--- src/rtl/fnd_pkg.sv ---
// Shared definitions for the FND scan controller: conversion FSM encoding,
// digit geometry and the combinational helpers used by the datapath and the
// blanking logic.
package fnd_pkg;

  localparam int NUM_DIGITS  = 4;
  localparam int BCD_W       = 4;
  localparam int VALUE_W     = 14;
  localparam int MAX_VALUE   = 9999;
  localparam int CONV_CYCLES = 14;

  localparam int CNT_W  = $clog2(CONV_CYCLES);
  localparam int BCD_TW = NUM_DIGITS * BCD_W;
  localparam int SR_W   = BCD_TW + VALUE_W;

  typedef enum logic [1:0] {
    ST_IDLE   = 2'd0,
    ST_CONV   = 2'd1,
    ST_UPDATE = 2'd2
  } conv_state_t;

  typedef logic [NUM_DIGITS-1:0][BCD_W-1:0] bcd_digits_t;

  // Clamp a captured value to the largest number four digits can show.
  function automatic logic [VALUE_W-1:0] saturate(input logic [VALUE_W-1:0] v);
    return (v > VALUE_W'(MAX_VALUE)) ? VALUE_W'(MAX_VALUE) : v;
  endfunction

  // One double-dabble iteration: add 3 to every BCD nibble >= 5, then shift
  // the whole {bcd, binary} register left by one.
  function automatic logic [SR_W-1:0] dabble_step(input logic [SR_W-1:0] sr);
    logic [SR_W-1:0] t;
    t = sr;
    for (int k = 0; k < NUM_DIGITS; k++) begin
      if (t[VALUE_W + k*BCD_W +: BCD_W] >= BCD_W'(5))
        t[VALUE_W + k*BCD_W +: BCD_W] = t[VALUE_W + k*BCD_W +: BCD_W] + BCD_W'(3);
    end
    return t << 1;
  endfunction

  // Digit idx is a leading zero when it and every higher digit are zero.
  // The ones digit is never blanked so that zero still shows "0".
  function automatic logic lz_blank(input bcd_digits_t d, input logic [1:0] idx);
    logic upper_zero;
    upper_zero = 1'b1;
    for (int i = 0; i < NUM_DIGITS; i++) begin
      if (i >= int'(idx))
        upper_zero = upper_zero & (d[i] == '0);
    end
    return (idx != 2'd0) && upper_zero;
  endfunction

endpackage

--- src/rtl/bin2bcd_seq.sv ---
// Sequential binary-to-BCD converter (double dabble), one bit per clock.
//
//   state     | meaning
//   ----------+-------------------------------------------------------------
//   ST_IDLE   | waiting for i_start; captures the saturated value
//   ST_CONV   | CONV_CYCLES shift-add-3 iterations, r_cnt counts down to 0
//   ST_UPDATE | o_done high for one cycle; the top copies o_bcd to display
//
// o_busy is high in ST_CONV and ST_UPDATE only. i_start outside ST_IDLE is
// dropped, not queued.
module bin2bcd_seq
  import fnd_pkg::*;
(
  input  logic               i_clk,
  input  logic               i_reset_n,
  input  logic               i_start,
  input  logic [VALUE_W-1:0] i_value,
  output logic               o_busy,
  output logic               o_done,
  output bcd_digits_t        o_bcd
);

  conv_state_t      r_state;
  logic [SR_W-1:0]  r_shift;
  logic [CNT_W-1:0] r_cnt;
  logic             r_busy;
  logic             r_done;

  // Conversion FSM with registered busy/done flags.
  always_ff @(posedge i_clk) begin
    if (!i_reset_n) begin
      r_state <= ST_IDLE;
      r_shift <= '0;
      r_cnt   <= '0;
      r_busy  <= 1'b0;
      r_done  <= 1'b0;
    end else begin
      case (r_state)
        ST_IDLE: begin
          if (i_start) begin
            r_shift <= {{BCD_TW{1'b0}}, saturate(i_value)};
            r_cnt   <= CNT_W'(CONV_CYCLES - 1);
            r_state <= ST_CONV;
            r_busy  <= 1'b1;
          end
        end
        ST_CONV: begin
          r_shift <= dabble_step(r_shift);
          if (r_cnt == '0) begin
            r_state <= ST_UPDATE;
            r_done  <= 1'b1;
          end else begin
            r_cnt <= r_cnt - CNT_W'(1);
          end
        end
        ST_UPDATE: begin
          r_state <= ST_IDLE;
          r_busy  <= 1'b0;
          r_done  <= 1'b0;
        end
        default: begin
          r_state <= ST_IDLE;
          r_busy  <= 1'b0;
          r_done  <= 1'b0;
        end
      endcase
    end
  end

  assign o_busy = r_busy;
  assign o_done = r_done;
  assign o_bcd  = r_shift[SR_W-1 -: BCD_TW];

endmodule

--- src/rtl/fnd_scan_controller.sv ---
// Four-digit seven-segment scan controller: converts a captured binary value
// to BCD, holds it in display registers and time-multiplexes the digits with
// optional leading-zero blanking. The scan runs freely; new display contents
// reach the outputs at the next digit advance so the scan phase never jumps.
module fnd_scan_controller
  import fnd_pkg::*;
#(
  parameter int PRESCALE = 100000,
  parameter int LZ_BLANK = 1
) (
  input  logic               i_clk,
  input  logic               i_reset_n,
  input  logic [VALUE_W-1:0] i_value,
  input  logic               i_load,
  input  logic               i_blank,
  output logic               o_busy,
  output logic [1:0]         o_DigitSelect,
  output logic               o_blank,
  output logic [BCD_W-1:0]   o_bcd
);

  localparam int PW = (PRESCALE > 1) ? $clog2(PRESCALE) : 1;

  logic              w_busy;
  logic              w_done;
  bcd_digits_t       w_conv_bcd;
  logic              w_tick;
  logic [1:0]        w_digit_next;
  logic              w_lz_next;

  bcd_digits_t       r_disp;
  logic [PW-1:0]     r_presc;
  logic [1:0]        r_digit;
  logic [BCD_W-1:0]  r_bcd;
  logic              r_lz_slot;
  logic              r_blank;

  bin2bcd_seq u_bin2bcd (
    .i_clk     (i_clk),
    .i_reset_n (i_reset_n),
    .i_start   (i_load),
    .i_value   (i_value),
    .o_busy    (w_busy),
    .o_done    (w_done),
    .o_bcd     (w_conv_bcd)
  );

  assign w_tick       = (r_presc == PW'(PRESCALE - 1));
  assign w_digit_next = r_digit + 2'd1;
  assign w_lz_next    = (LZ_BLANK != 0) && lz_blank(r_disp, w_digit_next);

  // Display registers take the converter result during its update cycle.
  always_ff @(posedge i_clk) begin
    if (!i_reset_n)
      r_disp <= '0;
    else if (w_done)
      r_disp <= w_conv_bcd;
  end

  // Free-running slot prescaler, wraps at PRESCALE-1.
  always_ff @(posedge i_clk) begin
    if (!i_reset_n)
      r_presc <= '0;
    else if (w_tick)
      r_presc <= '0;
    else
      r_presc <= r_presc + PW'(1);
  end

  // Digit index, BCD value and slot blank flag advance together on each tick
  // so o_bcd and o_DigitSelect always describe the same digit.
  always_ff @(posedge i_clk) begin
    if (!i_reset_n) begin
      r_digit   <= 2'd0;
      r_bcd     <= '0;
      r_lz_slot <= 1'b0;
    end else if (w_tick) begin
      r_digit   <= w_digit_next;
      r_bcd     <= r_disp[w_digit_next];
      r_lz_slot <= w_lz_next;
    end
  end

  // Blank output re-registered every cycle so i_blank acts within one clock.
  always_ff @(posedge i_clk) begin
    if (!i_reset_n)
      r_blank <= 1'b1;
    else
      r_blank <= i_blank | (w_tick ? w_lz_next : r_lz_slot);
  end

  assign o_busy        = w_busy;
  assign o_DigitSelect = r_digit;
  assign o_bcd         = r_bcd;
  assign o_blank       = r_blank;

endmodule

--- config.mk ---
export PLATFORM = sky130hd
export DESIGN_NAME = fnd_scan_controller
export DESIGN_NICKNAME = d
export VERILOG_FILES = /design/src/rtl/fnd_pkg.sv /design/src/rtl/bin2bcd_seq.sv /design/src/rtl/fnd_scan_controller.sv
export SDC_FILE = /design/constraint.sdc
export NUM_CORES = 1
export LEC_CHECK = 0
export CAP_MARGIN = 40
export CORE_MARGIN = 2
export CORE_UTILIZATION = 30
export DETAILED_ROUTE_END_ITERATION = 12
export PLACE_DENSITY_LB_ADDON = 0.3
export SYNTH_ARGS = -nofsm -noshare
export SYNTH_HDL_FRONTEND = slang
export SYNTH_SLANG_ARGS = --single-unit
--- constraint.sdc ---
create_clock -name i_clk -period 1.98 [get_ports i_clk]
set_clock_uncertainty 0.05 [all_clocks]
set_input_delay 0.396 -clock i_clk [delete_from_list [all_inputs] [get_ports i_clk]]
set_output_delay 0.396 -clock i_clk [all_outputs]
set_load 0.02 [all_outputs]
==> flow_summary.toml <==
[worst_setup_path]
path_buf_inv = 1
cp_max_fo = 4
ff2ff_path_depth = 6
r2r-start = "r_presc[0]"
cp_slowest_stage_delay_ns = 0.62
start_kind = "flop"
crit_type = "flop to primary output"
worst-path-stages = 1
arrival_ns = 1.34
cp-endpoint = "o_DigitSelect[1]"
startpoint = "o_DigitSelect[1]"
worst_path_max_delay_cell = "clkdlybuf4s50_1"
crit_chain = "clkdlybuf4s50_1"
crit_family = "buffers and inverters"
crit_path_end_kind = "primary output"
crit-reg2reg-capture = "o_DigitSelect[1]"
reg2reg_slack_ns = 0.19
worstPathRequired_ns = 1.53

[cts]
clk_latency_ns = 0.34
cts_tree = "yes"
cts_buffer_depth = 2
cts-htree-levels = 3
cts.clk_slew.worst_paths_ns = 0.06
postCtsSetupBuffers = 0
cts.sinks = 79
cts_made_buffers = 9
cts_root_buf = "clkbuf_16"

[finish]
multi_input_area_sq_um = 1850
diodes = 0
final_common_cell = "dfxtp_1"
n_fill_cell = 1168
final_cell_mix = "dfxtp_1 (79), nor2_1 (53), nand2_1 (26)"
postLayoutCellArea_sq_um = 4420
drive_gt1_share_pct = 11.4
area_growth_pct = 23.9
register_area_sq_um = 1580
nNetsFinal = 457

[synth]
syn-cell-area_sq_um = 3560
syn_area_per_cell_sq_um = 9.16
synth_xor_area_share_pct = 5.90
synth-seq-cells = 79
ys.warnings.count = 0
synth_flop_cell = "dfxtp_1"
ys_seq_area_share_pct = 44.4
syn_nets = 419
synth_mux_area_share_pct = 9.69
synth_compound_area_share_pct = 11.8
synth_edf_count = 0
synth_fa_ha_area_share_pct = 4.21
synth_top_family_by_area = "simple AND/OR/NAND/NOR gates"
synth-simple-area-share_pct = 20.2
synthArstFlopShare_pct = 0
synth_cells = 389
synth_cell_types = 44

[drt]
firstDrtPassIters = 4
routed_wl_mm = 7.74
drt_iter0_drc = 179
drc_errors = 0
num_vias = 2871
ant_nets = 0
wl_per_cell_microns = 13.5
via_per_inst = 5.00

[power]
max-vdd-ir-drop_uv = 424
power_leakage_uw = 0.00160
cellPowerDensity_nw_per_um2 = 894

[run_status]
status = "finished, final reports clean"

[global_route]
antenna_found_initial = 0
grt_max_degree = 23
overflow = 0
grt_first_pass_wirelength_mm = 13.4
grt_pass1_vias = 2873
grt_use_total_pct = 13.1

[sta]
max-slew-margin-rel_pct = 55.1
setup_tns_ns = 0
hold_viol_final = 0
fmax_ghz = 0.560
worstMarginPinSlew_ns = 0.664
rsz0062_at_grt = "no"
fin_crit_sh_pct = 90.2
finalCriticalPeriod_ns = 1.79
slew_viol_final = 0
setup_viol = 0
setup_ws_ns = 0.195

[placement]
gp_congestion = 0.752
dpl_cell_area_sq_um = 4070
dp_slack_ns = 0.0179
hpwl_mm = 5.48
port_buffers = 25

[die]
die_area_sq_um = 12800
die_h_microns = 113
core_sq_um = 11500
initial_core_util_pct = 30.9
io_pins = 26
rows = 39
die_x_microns = 113

[min_path]
min_path_cells = 2
min_path_type = "flop to flop"

[flow_run]
maxCapViolations = 0
## cell type report
cell class	count	area share, %
multi-input combinational	277	41.8
sequential	79	35.8
timing repair buffer	44	9.24
clock buffer	9	5.10
tap	143	4.05
clock inverter	6	2.64
inverter	16	1.36
## through the flow
stage	total power, uW	hold WS [ns]	std cells	utilization [%]
finish	3950	0.410	574	38.3
global route	4120	0.434	574	38.3
CTS	4010	0.407	574	38.3
detailed placement	2080	0.396	559	35.4
global placement	2080	0.393	559	35.4
floorplan	1930	0.382	389	-
## how the worst min path moves through the flow
stage | start | to
5_1_grt | u_bin2bcd.r_shift[0] | u_bin2bcd.r_shift[0]
4_1_cts | u_bin2bcd.r_shift[9] | u_bin2bcd.r_shift[9]
6_report | u_bin2bcd.r_shift[0] | u_bin2bcd.r_shift[0]
3_5_place_dp | u_bin2bcd.r_shift[9] | u_bin2bcd.r_shift[9]
3_3_place_gp | u_bin2bcd.r_shift[9] | u_bin2bcd.r_shift[9]
2_1_floorplan | u_bin2bcd.r_shift[0] | u_bin2bcd.r_shift[0]
## synthesized netlist by cell type, drive strengths merged, types with 2 or more instances
master | n | area (sq um)
clkbuf | 11 | 41.3
ha | 12 | 150
o211ai | 2 | 15.0
o21ai | 21 | 105
a21oi | 25 | 125
xor2 | 8 | 70.1
o221ai | 4 | 35.0
xnor2 | 16 | 140
nor4 | 10 | 62.6
inv | 16 | 60.1
mux4 | 4 | 90.1
nand2 | 26 | 97.6
nor3 | 10 | 50.1
and3 | 2 | 12.5
and4bb | 2 | 25.0
nand4 | 7 | 43.8
dfxtp | 79 | 1580
mux2 | 4 | 45.0
and2 | 2 | 12.5
nor3b | 2 | 15.0
nand3 | 11 | 55.1
or3 | 4 | 25.0
buf | 6 | 35.0
o2bb2ai | 4 | 35.0
nand2b | 7 | 43.8
a22oi | 6 | 45.0
mux2i | 21 | 210
nor2 | 53 | 199
## repair_timing
item	CTS	global route
hold buffers	0	0
resized for setup	0	1
endpoints found under the setup margin	0	1
## flip-flops by register name (all words and copies together), names as in the netlist
name,flops
u_bin2bcd.r_shift,30
u_bin2bcd.r_cnt,4
r_disp,16
u_bin2bcd.o_busy,1
r_lz_slot,1
o_DigitSelect,2
u_bin2bcd.o_done,1
o_blank,1
o_bcd,4
r_presc,17
u_bin2bcd.r_state,2
## report_power, final
part	total [uW]	leakage [uW]	switching, uW	internal [uW]
sequential	1690	0.000641	43.4	1650
combinational	358	0.000789	192	166
clock	1900	0.000166	665	1240
total	3950	0.00160	901	3050
## cells by family (layout without fill, tap and decap cells)
family          count (synthesis)  after routing
compound gates                 69             69
flops                          79             79
fa+ha+maj                      12             12
simple gates                  143            143
buf+inv                        33             75
xor+xnor                       24             24
mux                            29             29
## layer usage
metal	routed length [microns]	vias up	GRT usage, %	share of wire (%)
met3	226	8	4.23	2.9
met4	74	0	3.58	0.96
met2	3920	27	24.0	51
met1	3510	1386	14.6	45
met5	0	-	0	0
li1	-	1450	-	-
(Power assumes the default switching activity.)
